$ cat src/rtl/sync_async_pkg.sv
// Shared definitions for the slow-to-fast sig2 consumer: parameter defaults
// and the measurement FSM encoding.
package sync_async_pkg;

  localparam int unsigned FILT_DEF  = 2;
  localparam int unsigned CNT_W_DEF = 16;
  localparam int unsigned EVT_W_DEF = 8;

  // Filter run-length counter width; covers FILT up to 15.
  localparam int unsigned FCNT_W = 4;

  typedef enum logic [1:0] {
    IDLE = 2'd0,
    MEAS = 2'd1,
    HOLD = 2'd2
  } state_e;

endpackage

$ cat src/rtl/sig_glitch_filter.sv
// De-glitch filter for sig2: accepts a new level after FILT consecutive
// samples and flags each accepted transition.
module sig_glitch_filter
  import sync_async_pkg::*;
#(
  parameter int unsigned FILT = FILT_DEF
) (
  input  logic clk2,
  input  logic rstn,
  input  logic sig2,
  output logic sig_f,
  output logic rise_pulse,
  output logic fall_pulse,
  output logic rise_c,
  output logic fall_c
);

  logic [FCNT_W-1:0] run_cnt;
  logic              toggle_c;

  // Toggle on the FILT-th consecutive differing sample.
  assign toggle_c = (sig2 != sig_f) && (run_cnt == FCNT_W'(FILT - 1));
  assign rise_c   = toggle_c && !sig_f;
  assign fall_c   = toggle_c && sig_f;

  always_ff @(posedge clk2 or negedge rstn) begin
    if (!rstn) begin
      run_cnt    <= '0;
      sig_f      <= 1'b0;
      rise_pulse <= 1'b0;
      fall_pulse <= 1'b0;
    end else begin
      rise_pulse <= rise_c;
      fall_pulse <= fall_c;
      if ((sig2 == sig_f) || toggle_c) begin
        run_cnt <= '0;
      end else begin
        run_cnt <= run_cnt + 1'b1;
      end
      if (toggle_c) begin
        sig_f <= ~sig_f;
      end
    end
  end

endmodule

$ cat src/rtl/sig2_pulse_monitor.sv
// Fast-domain sig2 consumer: filtered edges, high-pulse width measurement
// with valid/ready handoff, wrapping event counter and sticky overrun.
module sig2_pulse_monitor
  import sync_async_pkg::*;
#(
  parameter int unsigned FILT  = FILT_DEF,
  parameter int unsigned CNT_W = CNT_W_DEF,
  parameter int unsigned EVT_W = EVT_W_DEF
) (
  input  logic             clk2,
  input  logic             rstn,
  input  logic             sig2,
  input  logic             clr,
  input  logic             len_ready,
  output logic             sig_f,
  output logic             rise_pulse,
  output logic             fall_pulse,
  output logic [CNT_W-1:0] high_len,
  output logic             len_sat,
  output logic             len_valid,
  output logic [EVT_W-1:0] evt_cnt,
  output logic             overrun
);

  localparam logic [CNT_W-1:0] CNT_MAX = '1;

  state_e           state, state_d;
  logic             rise_c, fall_c;
  logic             start_c, load_c, accept_c, ovr_c;
  logic [CNT_W-1:0] width_cnt;
  logic             width_sat;

  sig_glitch_filter #(.FILT(FILT)) u_filter (
    .clk2       (clk2),
    .rstn       (rstn),
    .sig2       (sig2),
    .sig_f      (sig_f),
    .rise_pulse (rise_pulse),
    .fall_pulse (fall_pulse),
    .rise_c     (rise_c),
    .fall_c     (fall_c)
  );

  always_ff @(posedge clk2 or negedge rstn) begin
    if (!rstn) begin
      state <= IDLE;
    end else begin
      state <= state_d;
    end
  end

  // FSM acts on the same edge the filter accepts a transition, so len_valid
  // lines up with fall_pulse.
  always_comb begin
    state_d  = state;
    start_c  = 1'b0;
    load_c   = 1'b0;
    accept_c = 1'b0;
    ovr_c    = 1'b0;
    case (state)
      IDLE: begin
        if (rise_c) begin
          start_c = 1'b1;
          state_d = MEAS;
        end
      end
      MEAS: begin
        if (fall_c) begin
          load_c  = 1'b1;
          state_d = HOLD;
        end
      end
      HOLD: begin
        if (len_valid && len_ready) begin
          accept_c = 1'b1;
          if (rise_c) begin
            start_c = 1'b1;
            state_d = MEAS;
          end else begin
            state_d = IDLE;
          end
        end else if (rise_c) begin
          ovr_c = 1'b1;
        end
      end
      default: state_d = IDLE;
    endcase
  end

  // Width counter and result registers.
  always_ff @(posedge clk2 or negedge rstn) begin
    if (!rstn) begin
      width_cnt <= '0;
      width_sat <= 1'b0;
      high_len  <= '0;
      len_sat   <= 1'b0;
      len_valid <= 1'b0;
    end else begin
      if (start_c) begin
        width_cnt <= CNT_W'(1);
        width_sat <= 1'b0;
      end else if ((state == MEAS) && !fall_c) begin
        if (width_cnt == CNT_MAX) begin
          width_sat <= 1'b1;
        end else begin
          width_cnt <= width_cnt + 1'b1;
        end
      end
      if (load_c) begin
        high_len  <= width_cnt;
        len_sat   <= width_sat;
        len_valid <= 1'b1;
      end else if (accept_c) begin
        len_valid <= 1'b0;
      end
    end
  end

  // Event counter (clr wins) and sticky overrun (set wins).
  always_ff @(posedge clk2 or negedge rstn) begin
    if (!rstn) begin
      evt_cnt <= '0;
      overrun <= 1'b0;
    end else begin
      if (clr) begin
        evt_cnt <= '0;
      end else if (rise_pulse) begin
        evt_cnt <= evt_cnt + 1'b1;
      end
      if (ovr_c) begin
        overrun <= 1'b1;
      end else if (clr) begin
        overrun <= 1'b0;
      end
    end
  end

endmodule
$ cat config.mk
export PLATFORM = sky130hd
export DESIGN_NAME = sig2_pulse_monitor
export DESIGN_NICKNAME = d
export VERILOG_FILES = /design/src/rtl/sync_async_pkg.sv /design/src/rtl/sig_glitch_filter.sv /design/src/rtl/sig2_pulse_monitor.sv
export SDC_FILE = /design/constraint.sdc
export NUM_CORES = 1
export LEC_CHECK = 0
export ABC_AREA = 0
export CAP_MARGIN = 0
export CORE_UTILIZATION = 49
export CTS_CLUSTER_DIAMETER = 80
export DETAILED_ROUTE_END_ITERATION = 8
export PLACE_DENSITY = 0.76
export SLEW_MARGIN = 20
export SYNTH_ARGS = -nofsm -noshare
export SYNTH_HDL_FRONTEND = slang
export SYNTH_SLANG_ARGS = --single-unit
$ cat constraint.sdc
create_clock -name clk2 -period 2.1 [get_ports clk2]
set_input_delay 0.21 -clock clk2 [delete_from_list [all_inputs] [get_ports clk2]]
set_output_delay 0.21 -clock clk2 [all_outputs]
set_load 0.03 [all_outputs]
# [Word level (Yosys, flattened, before mapping)]
# Cells that the tools add are included.
[totals] reg_bits=53 latch_bits=0 ram_bits=0 romBits=0 inputBits=5 output_inout_bits=30 wordCells=70 memories=0
[op_classes] addsub=3 mul=0 div_mod_pow=0 n_lt_le_gt_ge=0 n_eq_ne=10 shift=0 n_mux=27 bitwise=1 n_reduce_logical=17
[op_table] op="$mux 16" n=3
[op_table] op="$add 16x1->16 const B" n=1
[op_table] op="$eq 16x16->1 const B" n=1
[op_table] op="$mux 1" n=16
[op_table] op="$mux 8" n=2
[op_table] op="$reduce_bool 2->1" n=5
[op_table] op="$add 8x1->8 const B" n=1
[op_table] op="$mux 2" n=3
[op_table] op="$ne 2x2->1 const B" n=3
[op_table] op="$pmux 2 s3" n=1
[op_table] op="$logic_and 1x1->1" n=5
[op_table] op="$add 4x1->4 const B" n=1
[op_table] op="$eq 4x1->1 const B" n=1
[op_table] op="$mux 4" n=1
[op_table] op="$reduce_and 2->1" n=2
[op_table] op="$reduce_and 3->1" n=1
[op_table] op="$eq 2x1->1 const B" n=1
[op_table] op="$eq 2x2->1 const B" n=1
[op_table] op="$logic_not 1->1" n=2
[op_table] op="$logic_not 2->1" n=1
[op_table] op="$ne 2x1->1 const B" n=1
[op_table] op="$pmux 1 s2" n=1
[op_table] op="$eq 1x1->1" n=1
[op_table] op="$logic_or 1x1->1" n=1
[op_table] op="2 further kinds" n=2

# [Depth between registers and ports, before layout]
# Gate-level depths: netlist of the first run.
[depth] ltp_word=8 ltp_mapped=9 depth_no_buf=6

# [Hierarchy]
# Synthesis of the first run repeated with hierarchy kept, for this count alone.
[unflattened] hier_cells=225 hier_area_um2=2570.0
[by_module_without_submodules] mod="sig2_pulse_monitor" n_inst=1 cells_each=200 area_per_inst_um2=2253.4 seq_area_each_um2=1151.1
[by_module_without_submodules] mod="sig_glitch_filter" n_inst=1 cells_each=25 area_per_inst_um2=316.6 seq_area_each_um2=175.2

# [Worst setup path after synthesis of the first run]
# OpenSTA, ideal clock, no wires.
[synth_timing] path_kind="register -> register" startpoint="register u_filter.run_cnt[1]" endpoint="register width_cnt[6]" setup_ns=0.156 arrival_ns=1.962 required_time_ns=1.944 setup_slack_ns=-0.018 stages_incl_launch_ff=10 path_buffers=3 period_less_slack_ns=2.118 path_cell_list="dfrtp_1 > inv_1 > ha_1 > or3b_1 > buf_6 > or4_4 > buf_6 > buf_6 > o211ai_2 > o31ai_1"
[synth_via] elab_chain_cells=8
[synth_lines] element="start: declaration" line_no="sig_glitch_filter.sv:18" source="logic [FCNT_W-1:0] run_cnt;"
[synth_lines] element="start signal: assignment" line_no="sig_glitch_filter.sv:38" source="run_cnt <= run_cnt + 1'b1;"
[synth_lines] element="$eq 4x1->1 (*)" line_no="sig_glitch_filter.sv:22" source="assign toggle_c = (sig2 != sig_f) && (run_cnt == FCNT_W'(FILT - 1));"
[synth_lines] element="$logic_and 1x1->1 (*)" line_no="sig_glitch_filter.sv:22"
[synth_lines] element="$logic_and 1x1->1" line_no="sig_glitch_filter.sv:23" source="assign rise_c = toggle_c && !sig_f;"
[synth_lines] element="$mux 1" line_no="sig2_pulse_monitor.sv:62, sig2_pulse_monitor.sv:76"
[synth_lines] element="$mux 1" line_no="sig2_pulse_monitor.sv:74" source="if (len_valid && len_ready) begin"
[synth_lines] element="$pmux 1 s2" line_no="sig2_pulse_monitor.sv:60" source="case (state)"
[synth_lines] element="$ne 2x2->1 (no line) / $reduce_bool 2->1 (equally long branches)"
[synth_lines] element="$reduce_and 2->1 (no line)"
[synth_lines] element="end signal: assignment" line_no="sig2_pulse_monitor.sv:106" source="width_cnt <= width_cnt + 1'b1;"
[synth_lines] element="end: declaration" line_no="sig2_pulse_monitor.sv:30" source="logic [CNT_W-1:0] width_cnt;"
# Mark *: on every way between the ends. The rest lies on a longest branch, timed or not.
# A chain may end at the register's enable or synchronous reset.

# [Final worst setup path of the first run]
[layout_timing] startpoint="register u_filter.run_cnt[0]" endpoint="register width_cnt[9]"
# The elaborated chain is that of the path after synthesis.

==> out/results.ini, run 1 <==
[grt]
grt_overflow = 0
grt_max_degree = 54
grt_pass1_vias = 1780
grt_use_total = 0.201
grt_first_pass_wirelength_um = 8360
antenna_found_initial = 0

[floorplanning]
core_sq_um = 4850
io_pins = 35
die_area_sq_um = 5480
rows = 25
die_height_um = 74.0
start_util = 0.524
die_w_um = 74.0

[synth]
synthDistinctLibCells = 49
synth_edf_count = 0
seq_area_frac_synth = 0.522
synth-warning-count = 0
ys_ff_latch = 53
ys.flop_type = dfrtp_1
ys_async_sr_fraction = 1.00
synth_nets = 233
netlist_area_sq_um = 2540
avgSynthCellArea_sq_um = 11.3
synthCells = 224

[clock_network]
clk_latency_ps = 300
path_clk_slew_ps = 90
cts_tree = built
cts_root_buf = clkbuf_8
cts_max_level = 2
clk_path_buf_depth = 2
cts_buffers = 5
cts_sinks = 53

[detailed_routing]
detail-route-antenna-nets = 0
via_count = 1906
routedWlPerCell_um = 14.7
drtPass1Iterations = 4
drc = 0
drt_iter0_drc = 146
wirelength_um = 5090
vias_per_cell = 5.49

[sta]
hold_slack_ps = 416
fin_tns_setup_ps = 0
skew_ps = 8.60
min_period_over_period = 0.987
fin_crit_ps = 2070
rsz0062_at_grt = yes
maxSlewViolCount = 0
fmax_mhz = 482
tightest_slew_ps = 567
relSlewSlack = 0.613
hold_viol = 0
setup_viol = 0

[placement]
dp_hpwl_um = 3270
gp_congestion = 0.772
io_buffers = 34

[cells_and_area]
drive_above_1_share = 0.207
n_antenna_cell = 0
layout.nets = 288
final_util = 0.665
syn_to_final_growth_pct = 26.8
final_cell_mix = dfrtp_1, clkdlybuf4s50_1, nand2_1
final_common_cell = dfrtp_1

[critical_path]
crit_path_start_kind = register
crit_type = reg -> reg
critPathRequiredTime_ps = 2280
arrival_ps = 2250
cp-end-kind = register
cp_max_fo = 5

[power_and_ir_drop]
ir_drop_mv = 0.663
leakage_uw = 0.00143
power_density_nw_per_um2 = 919

[min_path]
hp-class = in -> async

[flow_run]
maxCapViolCount = 0

[status]
status = finished clean

==> per-layer routing <==
layer | vias up | track usage | share of wire
li1 | 932 | - | -
met1 | 937 | 0.275 | 0.49
met2 | 31 | 0.322 | 0.48
met3 | 6 | 0.0447 | 0.028
met4 | 0 | 0.0598 | 0.010
met5 | - | 0 | 0
==> report_power, final <==
group	total (uW)	switching (uW)	leakage, uW	internal (uW)
clock network	717	329	0.0000574	388
registers	1300	145	0.000724	1160
logic	943	516	0.000647	427
total	2960	990	0.00143	1970
==> critical path: stages (launching register included) <==
cell     delay, ps
dfrtp_1        450
ha_4           160
or3b_4         400
or4_4          580
buf_6          160
or2b_1         140
mux2i_1         50
==> Yosys cell counts, types with 2 or more instances <==
library cell	number	share of area
nand2_1	27	0.040
nor2_1	17	0.025
or3_1	2	0.0049
o41ai_1	2	0.0069
o311ai_0	3	0.010
mux2i_1	12	0.047
nand3_1	7	0.014
nand2b_1	3	0.0074
and2_1	2	0.0049
xnor2_1	2	0.0069
nor4_1	2	0.0049
or4_1	2	0.0059
or2b_1	5	0.015
xor2_1	5	0.017
nor3_1	3	0.0059
o21a_1	2	0.0059
clkbuf_1	2	0.0030
buf_6	4	0.018
mux2_2	17	0.075
nand4_1	4	0.0098
dfrtp_1	53	0.52
ha_1	4	0.020
or4_4	2	0.0089
o21ai_0	2	0.0039
a211oi_1	6	0.018
inv_1	3	0.0044
a21oi_1	6	0.012
and3_1	3	0.0074
o2111ai_1	2	0.0069
==> state kept, by name, indices dropped and copies added, names as in the netlist <==
name and flops:
u_filter.rise_pulse 1, overrun 1, width_sat 1, high_len 16, width_cnt 16, u_filter.fall_pulse 1, u_filter.run_cnt 4, u_filter.sig_f 1
state 2, evt_cnt 8, len_valid 1, len_sat 1
==> per-stage QoR <==
step	power [uW]	setup slack, ps	instance area (sq um)	instances
5_1_grt	3110	-20.5	3220	347
3_3_place_gp	2140	67.8	3020	332
3_5_place_dp	2160	-30.8	3020	332
6_report	2960	26.9	3220	347
2_1_floorplan	1870	-17.7	2540	224
4_1_cts	2920	36.7	3160	342
==> logic make-up after synthesis <==
group | share of synthesized area
simple gates | 0.187
mux | 0.123
compound gates | 0.0975
buf+inv | 0.0271
flops | 0.522
fa+ha+maj | 0.0197
xor+xnor | 0.0241
==> final cells by class <==
class,count,area (sq um)
Multi-Input combinational cell,162,1170
Inverter,3,11.3
Clock inverter,2,37.5
Timing Repair Buffer,54,508
Sequential cell,53,1330
Tap cell,67,83.8
Fill cell,371,1630
Clock buffer,6,82.6
==> final timing paths <==
kind                                               start                    endpoint  slack, ps  cells past startpoint
setup / recovery           u_filter.run_cnt[0]$_DFF_PN0_    width_cnt[9]$_DFFE_PN0P_         30                      6
setup reg to reg           u_filter.run_cnt[0]$_DFF_PN0_    width_cnt[9]$_DFFE_PN0P_         30                      6
hold / removal                                      rstn     high_len[3]$_DFFE_PN0P_        420                      3
min in group clk2                                   sig2  u_filter.sig_f$_DFFE_PN0N_        510                      3
max in group asynchronous                           rstn    high_len[13]$_DFFE_PN0P_       1450                      3
hold reg to reg                 high_len[11]$_DFFE_PN0P_    high_len[11]$_DFFE_PN0P_        510                      1
==> timing repair <==
| action | 4_1_cts | 5_1_grt |
|---|---|---|
| setup buffers | 0 | 5 |
| endpoints found under the setup margin | 3 | 2 |
| endpoints found under the hold margin | 53 | 0 |
| pin swaps | 1 | 1 |
| gates cloned | 1 | 0 |
| hold buffers | 1 | 0 |
| resized for setup | 2 | 7 |
Note: power is estimated with default switching activity, not from simulation.
==> inputs of run 2 (changes only) <==
--- a/config.mk
+++ b/config.mk
@@ -7,10 +7,12 @@
 export LEC_CHECK = 0
 export ABC_AREA = 0
 export CAP_MARGIN = 0
+export CORE_MARGIN = 3
 export CORE_UTILIZATION = 49
 export CTS_CLUSTER_DIAMETER = 80
 export DETAILED_ROUTE_END_ITERATION = 8
 export PLACE_DENSITY = 0.76
+export SKIP_LAST_GASP = 1
 export SLEW_MARGIN = 20
 export SYNTH_ARGS = -nofsm -noshare
 export SYNTH_HDL_FRONTEND = slang
==> run 2 against run 1 <==
- die area up 11%
- largest power group unchanged
- global-route usage fell by 3.0 points
- critical path depth is the same
- largest cell class unchanged
- count of clock-buffer cells in the layout did not move
- sequential power about the same
==> out/results.ini, run 2 (synthesized netlist as in run 1, its figures left out) <==
[clock_network]
clk_path_buf_depth = 2  ; unchanged
cts_tree = built
cts_root_buf = clkbuf_8
clk_latency_ps = 300  ; about the same
path_clk_slew_ps = 90  ; about the same
cts_sinks = 53  ; unchanged
cts_buffers = 5  ; unchanged
cts_max_level = 2  ; unchanged
cts_setup_buffers = 0  ; unchanged

[cells_and_area]
nFillCells = 419  ; +13%
layout.nets = 283  ; -1.7%
final_cell_mix = dfrtp_1, clkdlybuf4s50_1, nand2_1
final_area_sq_um = 3120  ; -3.1%
syn_to_final_growth_pct = 22.8
top_regs = high_len: 16 flops, width_cnt: 16 flops, evt_cnt: 8 flops
final_common_cell = dfrtp_1
drive_above_1_share = 0.189  ; -0.0181
final_cells = 342  ; -1.4%
n_antenna_cell = 0  ; unchanged
ff_latch_area_sq_um = 1330  ; unchanged
final_util = 0.640  ; -0.0248
multi_input_area_sq_um = 1180  ; +0.43%

[critical_path]
crit_path_start_kind = register
cp_top_family = simple AND/OR/NAND/NOR gates
cp-end-kind = register
critPathRequiredTime_ps = 2280  ; about the same
critPathBufInv = 1  ; unchanged
crit_chain = inv_1, ha_1, or3b_4, or4_4, o311ai_0, o41ai_1
cpPeakStageDelay_ps = 560  ; -20 ps
crit_type = reg -> reg
slowest_stage = or4_4
cp_max_fo = 6  ; +1
arrival_ps = 2150  ; -100 ps

[grt]
grt_use_total = 0.170  ; -0.0304
grt_overflow = 0  ; unchanged
antenna_found_initial = 0  ; unchanged
grt_pass1_vias = 1774  ; -0.34%
grt_max_degree = 54  ; unchanged
grt_first_pass_wirelength_um = 8420  ; +0.75%

[detailed_routing]
via_count = 1891  ; -0.79%
drt_iter0_drc = 100  ; -32%
vias_per_cell = 5.53  ; +0.66%
drtPass1Iterations = 4  ; unchanged
wirelength_um = 4980  ; -2.1%
routedWlPerCell_um = 14.6  ; -0.65%
drc = 0  ; unchanged
detail-route-antenna-nets = 0  ; unchanged

[placement]
place_ws_ps = 21.5  ; +52.3 ps
dpl_cell_area_sq_um = 3010  ; -0.41%
dp_cells = 332  ; unchanged
dp_hpwl_um = 3290  ; +0.40%
gp_congestion = 0.807  ; +4.6%
io_buffers = 34  ; unchanged

[min_path]
hp-class = in -> async

[floorplanning]
die_area_sq_um = 6090  ; +11%
io_pins = 35  ; unchanged
start_util = 0.521  ; -0.00336
die_height_um = 78.0  ; +5.4%
rows = 25  ; unchanged
die_w_um = 78.0  ; +5.4%
core_sq_um = 4880  ; +0.65%

[sta]
fmax_mhz = 507  ; +5.1%
fin_ws_ps = 128  ; +101 ps
skew_ps = 5.87  ; -2.73 ps
rsz0062_at_grt = yes
maxSlewViolCount = 0  ; unchanged
setup_viol = 0  ; unchanged
relSlewSlack = 0.557  ; -0.0554
min_period_over_period = 0.939  ; -0.0483
fin_crit_ps = 1970  ; -101 ps
tightest_slew_ps = 658  ; +91.9 ps
hold_viol = 0  ; unchanged

[status]
status = finished clean

[flow_run]
maxCapViolCount = 0  ; unchanged

[power_and_ir_drop]
power_uw = 2740  ; -7.4%
leakage_uw = 0.00138  ; -3.3%
power_density_nw_per_um2 = 879  ; -4.4%
ir_drop_mv = 0.654  ; -1.4%

## run 2: changes by cell type in the layout (fill, tap and decap cells not counted), sizes merged
cell         before  now
clkinvlp          1    0
buf              20   15
clkinv            0    2
or4               5    6
bufinv            1    0
dlygate4sd3       1    0
## run 2: area by class of cell
| type | instances | share of cell area |
|---|---|---|
| clock inverter | 2 | 0.00321 |
| timing repair buffer | 48 | 0.141 |
| multi-input combinational | 163 | 0.377 |
| inverter | 3 | 0.00361 |
| tap | 67 | 0.0269 |
| sequential | 53 | 0.425 |
| clock buffer | 6 | 0.0232 |
## run 2: worst reg2reg max path, cell delays in order (launching register included)
cell      delay (ps)
dfrtp_1          400
inv_1             60
ha_1             140
or3b_4           420
or4_4            560
o311ai_0         130
o41ai_1          130
## run 2: per-layer routing
layer / share of wire / up-vias / GRT usage
met5: 0 / - / 0
met4: 0.016 / 0 / 0.0682
met3: 0.039 / 7 / 0.0275
met2: 0.46 / 38 / 0.253
met1: 0.48 / 934 / 0.251
li1: - / 912 / -
## run 2: repair_timing
| action | 4_1_cts | 5_1_grt |
|---|---|---|
| endpoints found under the setup margin | 0 | 11 |
| gates resized for setup | 0 | 5 |
| hold buffers | 0 | 0 |
## run 2: final timing paths
check / from / endpoint / slack [ps] / cells past startpoint
min in group clk2: sig2 / u_filter.sig_f$_DFFE_PN0N_ / 480 / 3
hold reg to reg: u_filter.run_cnt[0]$_DFF_PN0_ / u_filter.run_cnt[0]$_DFF_PN0_ / 500 / 1
setup reg to reg: u_filter.run_cnt[1]$_DFF_PN0_ / width_cnt[12]$_DFFE_PN0P_ / 130 / 6
hold / removal: rstn / high_len[3]$_DFFE_PN0P_ / 20 / 2
setup / recovery: u_filter.run_cnt[1]$_DFF_PN0_ / width_cnt[12]$_DFFE_PN0P_ / 130 / 6
max in group asynchronous: rstn / width_cnt[5]$_DFFE_PN0P_ / 1660 / 2
## run 2: where the power goes
group          switching, uW  internal, uW
sequential               140          1160
clock                    313           232
combinational            509           392
## run 2: through the flow
stage / TNS (ps) / hold slack, ps
after floorplan: -17.7 / -85.6
after global placement: 0 / 365
after detailed placement: 0 / 368
after CTS: 0 / 34.0
after global routing: -13.3 / 77.5
final: 0 / 19.4
